<file path="src/rtl/coin_acceptor.sv">
// Coin sensor front end: two synchronised/debounced coin channels feeding a small
// coin FIFO whose head is replayed to the vending FSM as a 2-bit cash_in code.
module coin_acceptor #(
  parameter int DEBOUNCE_CYCLES = 4,
  parameter int FIFO_DEPTH      = 4
) (
  input  logic                          clk,
  input  logic                          reset_n,
  input  logic                          coin1_raw,
  input  logic                          coin2_raw,
  input  logic                          accept_en,
  input  logic                          hold,
  output logic [1:0]                    cash_in,
  output logic                          coin_reject,
  output logic [$clog2(FIFO_DEPTH):0]   fifo_level
);

  localparam int PW = $clog2(FIFO_DEPTH);
  localparam int CW = $clog2(DEBOUNCE_CYCLES + 1);
  localparam logic [CW-1:0] CNT_LAST = CW'(DEBOUNCE_CYCLES - 1);
  localparam logic [PW:0]   LVL_FULL = (PW + 1)'(FIFO_DEPTH);

  typedef enum logic [1:0] {
    CASH_IDLE = 2'b00,
    CASH_ONE  = 2'b01,
    CASH_TWO  = 2'b10
  } cash_e;

  logic [1:0]    raw;
  logic [1:0]    sync1_q, sync2_q;
  logic [1:0]    deb_q, deb_d;
  logic [CW-1:0] cnt_q [2];
  logic [CW-1:0] cnt_d [2];
  logic [1:0]    rise;

  logic          pend_q, pend_d;
  logic          ev_valid;
  cash_e         ev_code;

  cash_e         mem_q [FIFO_DEPTH];
  logic [PW-1:0] wr_ptr_q, rd_ptr_q;
  logic [PW:0]   level_q, level_d;
  logic          pop, push, reject, full_after_pop;

  cash_e         stage_q, stage_d;
  cash_e         cash_q, cash_d;
  logic          reject_q;

  assign raw = {coin2_raw, coin1_raw};

  // NOTE: always_comb gives every output a default first so no path leaves a
  // signal unassigned, which is what would otherwise infer a latch.
  always_comb begin
    for (int i = 0; i < 2; i++) begin
      cnt_d[i] = '0;
      deb_d[i] = deb_q[i];
      rise[i]  = 1'b0;
      if (sync2_q[i] != deb_q[i]) begin
        if (cnt_q[i] == CNT_LAST) begin
          deb_d[i] = ~deb_q[i];
          rise[i]  = ~deb_q[i];
        end else begin
          cnt_d[i] = cnt_q[i] + 1'b1;
        end
      end
    end
  end

  // Coin1 wins a tie; a coin2 event that loses is parked in pend_q for one cycle.
  always_comb begin
    ev_valid = 1'b0;
    ev_code  = CASH_IDLE;
    pend_d   = pend_q;
    if (rise[0]) begin
      ev_valid = 1'b1;
      ev_code  = CASH_ONE;
      pend_d   = pend_q | rise[1];
    end else if (pend_q) begin
      ev_valid = 1'b1;
      ev_code  = CASH_TWO;
      pend_d   = rise[1];
    end else if (rise[1]) begin
      ev_valid = 1'b1;
      ev_code  = CASH_TWO;
    end
  end

  always_comb begin
    pop            = (level_q != '0) && !hold;
    full_after_pop = (level_q == LVL_FULL) && !pop;
    push           = ev_valid && accept_en && !full_after_pop;
    reject         = ev_valid && (!accept_en || full_after_pop);
    level_d        = level_q + (PW + 1)'(push) - (PW + 1)'(pop);
    // The stage keeps a popped code through a stall so hold never drops a coin.
    stage_d        = hold ? stage_q : (pop ? mem_q[rd_ptr_q] : CASH_IDLE);
    cash_d         = hold ? CASH_IDLE : stage_q;
  end

  // NOTE: sequential state uses non-blocking assignments so every register
  // samples the pre-edge values, independent of statement order.
  always_ff @(posedge clk or negedge reset_n) begin
    if (!reset_n) begin
      sync1_q  <= '0;
      sync2_q  <= '0;
      deb_q    <= '0;
      cnt_q[0] <= '0;
      cnt_q[1] <= '0;
      pend_q   <= 1'b0;
      wr_ptr_q <= '0;
      rd_ptr_q <= '0;
      level_q  <= '0;
      stage_q  <= CASH_IDLE;
      cash_q   <= CASH_IDLE;
      reject_q <= 1'b0;
    end else begin
      sync1_q  <= raw;
      sync2_q  <= sync1_q;
      deb_q    <= deb_d;
      cnt_q[0] <= cnt_d[0];
      cnt_q[1] <= cnt_d[1];
      pend_q   <= pend_d;
      if (push) wr_ptr_q <= wr_ptr_q + 1'b1;
      if (pop)  rd_ptr_q <= rd_ptr_q + 1'b1;
      level_q  <= level_d;
      stage_q  <= stage_d;
      cash_q   <= cash_d;
      reject_q <= reject;
    end
  end

  // NOTE: the storage array is not reset; the pointers and level define which
  // entries are valid, so clearing those empties the queue.
  always_ff @(posedge clk) begin
    if (push) mem_q[wr_ptr_q] <= ev_code;
  end

  assign cash_in     = cash_q;
  assign coin_reject = reject_q;
  assign fifo_level  = level_q;

endmodule
</file>
<file path="config.mk">
export PLATFORM = sky130hd
export DESIGN_NAME = coin_acceptor
export DESIGN_NICKNAME = d
export VERILOG_FILES = /design/src/rtl/coin_acceptor.sv
export SDC_FILE = /design/constraint.sdc
export NUM_CORES = 1
export LEC_CHECK = 0
export BUFFER_PORTS_ARGS = -buffer_cell sky130_fd_sc_hd__buf_4
export CORE_MARGIN = 5
export CORE_UTILIZATION = 61
export CTS_CLUSTER_DIAMETER = 50
export DETAILED_ROUTE_END_ITERATION = 10
export GPL_ROUTABILITY_DRIVEN = 0
export HOLD_SLACK_MARGIN = 0.02
export PLACE_DENSITY = 0.92
export SYNTH_ARGS = -nofsm -noshare
export SYNTH_HDL_FRONTEND = slang
export SYNTH_SLANG_ARGS = --single-unit
</file>
<file path="constraint.sdc">
create_clock -name clk -period 5.1 [get_ports clk]
set_input_delay 0.255 -clock clk [delete_from_list [all_inputs] [get_ports clk]]
set_output_delay 0.255 -clock clk [all_outputs]
set_load 0.03 [all_outputs]
</file>
Yosys cells after proc, flatten, opt, wreduce, memory -nomap -nowiden
Memory sizes are Yosys's and may differ from the RTL's.
Cells that the tools add are included.
{ "word_totals": {"reg_bits": 25, "output_inout_bits": 6, "input_bits": 6, "wordCells": 61, "n_memories": 1, "ramBits": 8} }
{ "classes": {"bitwise": 3, "reduce_logical": 13, "muxes": 20, "add_sub_neg": 6, "n_eq_ne": 5} }
{ "memory_table": {"columns": ["memory", "words", "word_bits", "rd", "rd_clocked_by_memory_dff", "wr", "line", "text"], "rows": [
  ["mem_q", 4, 2, 1, 0, 1, "40", "cash_e mem_q [FIFO_DEPTH];"]
]} }
{ "op_table": {"columns": ["cell", "n"], "rows": [
  ["2-to-1 mux 3 bit", 4],
  ["2-to-1 mux 1 bit", 11],
  ["2-to-1 mux 2 bit", 5],
  ["adder 3 x 1 -> 3 bit (second input constant)", 2],
  ["== test 3 x 2 -> 1 bit (second input constant)", 2],
  ["logical AND 1 bit", 5],
  ["adder 2 x 1 -> 2 bit (second input constant)", 2],
  ["logical NOT 1 bit", 4],
  ["AND reduction 2 bit", 2],
  ["adder 3 x 1 -> 3 bit", 1],
  ["== test 3 bit (second input constant)", 1],
  ["nonzero test 3 bit", 1],
  ["subtractor 3 x 1 -> 3 bit", 1],
  ["inequality test 1 bit", 2],
  ["NOT 1 bit", 2],
  ["logical OR 1 bit", 1],
  ["bitwise OR 1 bit", 1]
]} }

Depth between registers and ports, before layout
{ "depth": {"ltp_word": 10, "ltp_mapped": 10, "mapped_depth_nobuf": 9} }

Least setup slack after synthesis
OpenSTA, ideal clock, no wires.
{ "synth_timing": {"path_kind": "reg-to-reg", "startpoint": "register cnt_q[3] in the netlist's numbering", "endpoint": "register level_q[2] (netlist: fifo_level[2])", "stages_incl_launch_ff": 11, "path_slack_ns": 2.881, "t_arrival_ns": 2.082, "required_ns": 4.963, "cell_sequence": "dfrtp_1 ha_1 nor4bb_1 buf_2 o31a_1 mux2i_1 ha_1 inv_1 fa_1 xnor2_1 xnor2_1"} }
{ "synth_via": {"elab_chain_len": 8} }
{ "synth_rtl": {"columns": ["element", "line", "text"], "rows": [
  ["from (decl)", "32", "logic [CW-1:0] cnt_q [2];"],
  ["== test 3 x 2 -> 1 bit", "59", "if (cnt_q[i] == CNT_LAST) begin"],
  ["2-to-1 mux 1 bit", "59", null],
  ["2-to-1 mux 1 bit", "58", "if (sync2_q[i] != deb_q[i]) begin"],
  ["2-to-1 mux 1 bit", "74", "if (rise[0]) begin"],
  ["logical AND 1 bit (2 in series)", "91", "push = ev_valid && accept_en && !full_after_pop;"],
  ["adder 3 x 1 -> 3 bit", "93", "level_d = level_q + (PW + 1)'(push) - (PW + 1)'(pop);"],
  ["subtractor 3 x 1 -> 3 bit", "93", null],
  ["net level_d[2]", "42", "logic [PW:0] level_q, level_d;"],
  ["to (signal assigned)", "124", "level_q <= level_d;"],
  ["to (decl)", "42", null]
]} }
The timed path passes the listed nets, and every way through them passes these cells.
A chain may end at the register's enable or synchronous reset.

Worst setup path after layout
Same ends and word-level chain as after synthesis.

==> results.ini <==
[logic_synthesis]
synth_area_per_cell_um2 = 15.2
ys_seq_area_share_pct = 62.7
yosys_warnings = 0
ys_top_cells_by_area = dfrtp_1, edfxtp_1, ha_1, xnor2_1, mux4_2
synth_enable_flop_cells = 8
synth_top_area_share_pct = 45.3
post_synth_most_frequent_cells = dfrtp_1, edfxtp_1, ha_1
synthesis.area_um2 = 1380
syn-instance-count = 91
ys_seq_elements = 33
post-synth-top-count-cell = dfrtp_1
yosys.cell_types.count = 27
postSynthNetCount = 105
cell_type_contributing_the_most_total_cell_area_after_synthesis = dfrtp_1
synth_flop_cell = dfrtp_1
synth-async-reset-ratio_pct = 75.8

[global_route]
vias_in_the_first_global_route = 783
grt_antenna_before_repair = 0
grt_first_pass_wirelength_um = 3280
maximum_number_of_pins_on_one_net_before_global_route_repair = 26
groute.layer.met1.usage_pct = 15.1
globalRouteMet3Util_pct = 4.98
grt.total_usage_pct = 13.5
grt_remaining_overflow = 0
grt-busiest-layer = met2
gr-usage-met2_pct = 22.6

[worst_setup_path]
critical_path_buf_inv_count = 2
critical_path.reg2reg.endpoint = fifo_level[2]$_DFF_PN0_
endpoint = fifo_level[2]$_DFF_PN0_
cpMaxStageDelayCell = dfrtp_1
timing.critical_path.cells = ha_1, nor4bb_1, buf_4, o31a_1, mux2i_1, ha_1, inv_1, fa_1, xnor2_1, xnor2_1
path_delay_family = adder cells
critical_path_cell_count = 10
start_kind = register
r2r_slack_ps = 2810
slowest_delay_ps = 390
start_point_of_the_critical_path = cnt_q[3]$_DFF_PN0_
worst_ep_arrival_time_ps = 2540
rr_worst_depth = 10
setup.worst_path.end_class = register
cp.required_ps = 5340
worstSetupPathType = register to register
critical_path_peak_fanout = 10
r2r_start = cnt_q[3]$_DFF_PN0_

[timing]
layout_worst_path_cycle_share_pct = 45.0
slew_worst_pin_ps = 323
hold_viol_final = 0
timing.final.crit_period_ps = 2290
slew-limit-headroom_pct = 78.3
slew_violations = 0
worst_clock_skew_ps = 6.92
setup_slack_ps = 2810
maxClockFrequency_mhz = 436
timing.final.setup_violations = 0
finalSetupTns_ps = 0
fin_worst_hold_slack_ps = 141
rsz0062_at_grt = no

[placement]
dpl.hpwl_um = 1330
dpl.cell_count = 130
detailedPlace.worstSlack_ps = 2810
dpl-instance-area_um2 = 1500
place.port_buffers = 11

[cts]
tritoncts_clock_tree = done
cts.path.max_buffers = 2
postCtsSetupBuffers = 0
tritoncts_num_sinks = 33
clk_latency_ps = 310
cts.htree.levels = 2
cts_inserted_buffers = 5
root_buffer = clkbuf_4
clk_transition_reported_paths_ps = 100

[detailed_routing]
wl_per_cell_um = 12.8
drt-pass1-iter-count = 4
remaining_drc_errors = 0
route.antenna.remaining_nets = 0
number_of_vias_per_cell = 5.28
drtIter0Drc = 7
route.vias.total = 745
route.final.wire_length_um = 1810

[finish]
final_cell_count_no_fill = 141
post_route_cells_drive_above_1_share_pct = 21.2
area_growth_syn_to_layout_pct = 16.6
stdcell_area_um2 = 1610
layout.filler_cells = 135
finish.net_count = 126
diodes = 0
finish.utilization_pct = 73.5

[floorplanning]
core_um2 = 2190
floorplan.die.width_um = 57.6
initial_core_util_pct = 63.0
pin_count = 12
die_height_um = 57.6
std_cell_rows = 17
full_die_area_um2 = 3320

[power]
total_leakage_power_nw = 0.705
totalPowerFinal_mw = 0.825
total_power_density_per_cell_area_nw_per_um2 = 512
ir_drop_mv = 0.324

[worst_hold_path]
worstHoldPathType = input pin to register

[run_status]
status = complete, no violations

[flow_run]
drv.max_cap_violation_count = 0

## registers in the layout, indices dropped and copies added (netlist names)
register     count
sync2_q          2
coin_reject      1
mem_q            8
fifo_level       3
sync1_q          2
deb_q            2
cnt_q            6
wr_ptr_q         2
pend_q           1
cash_in          2
rd_ptr_q         2
stage_q          2
## cells by family after synthesis
kind of cell | after synthesis | share of synthesized area [%]
xor+xnor | 7 | 4.44
compound gates | 6 | 4.44
flops | 33 | 62.7
buf+inv | 5 | 1.45
fa+ha+maj | 9 | 8.51
mux | 6 | 6.70
simple gates | 25 | 11.8
## placed cells by master (no fill, tap or decap), drive strengths merged, types with 2 or more instances in the layout
master	count
dfrtp	25
buf	12
edfxtp	8
ha	7
xnor2	6
nor3b	5
clkbuf	5
inv	4
nor2b	4
nor3	4
nor2	4
and2	4
dlygate4sd3	3
mux2	3
mux4	2
a22o	2
## report_power, final
group	total, mW	switching (mW)	internal (mW)
registers	0.392	0.0552	0.337
clock network	0.184	0.0823	0.101
logic	0.249	0.121	0.128
total	0.825	0.258	0.566
## timing repair
action,4_1_cts,5_1_grt
endpoints found under the hold margin,25,2
hold buffers,1,2
resized for setup,0,0
## worst min path at each step
stage,startpoint,to,slack (ps),cells past startpoint
6_report,accept_en,coin_reject$_DFF_PN0_,140,2
5_1_grt,accept_en,coin_reject$_DFF_PN0_,120,2
4_1_cts,coin2_raw,sync1_q[1]$_DFF_PN0_,30,1
3_5_place_dp,reset_n,fifo_level[2]$_DFF_PN0_,170,1
3_3_place_gp,reset_n,fifo_level[1]$_DFF_PN0_,160,1
2_1_floorplan,reset_n,cash_in[0]$_DFF_PN0_,-40,0
## routing by layer
metal / vias to the layer above / wire [um]
met5: - / 0
met4: 0 / 31
met3: 5 / 103
met2: 15 / 920
met1: 359 / 752
li1: 366 / -
## layout make-up
class	count	area, um^2	area share, %
multi-input combinational	53	495	30.8
clock buffer	5	37.5	2.33
sequential	33	866	53.8
tap	28	35.0	2.18
timing repair buffer	15	120	7.46
clock inverter	3	41.3	2.56
inverter	4	15.0	0.932
(Power assumes the default switching activity.)
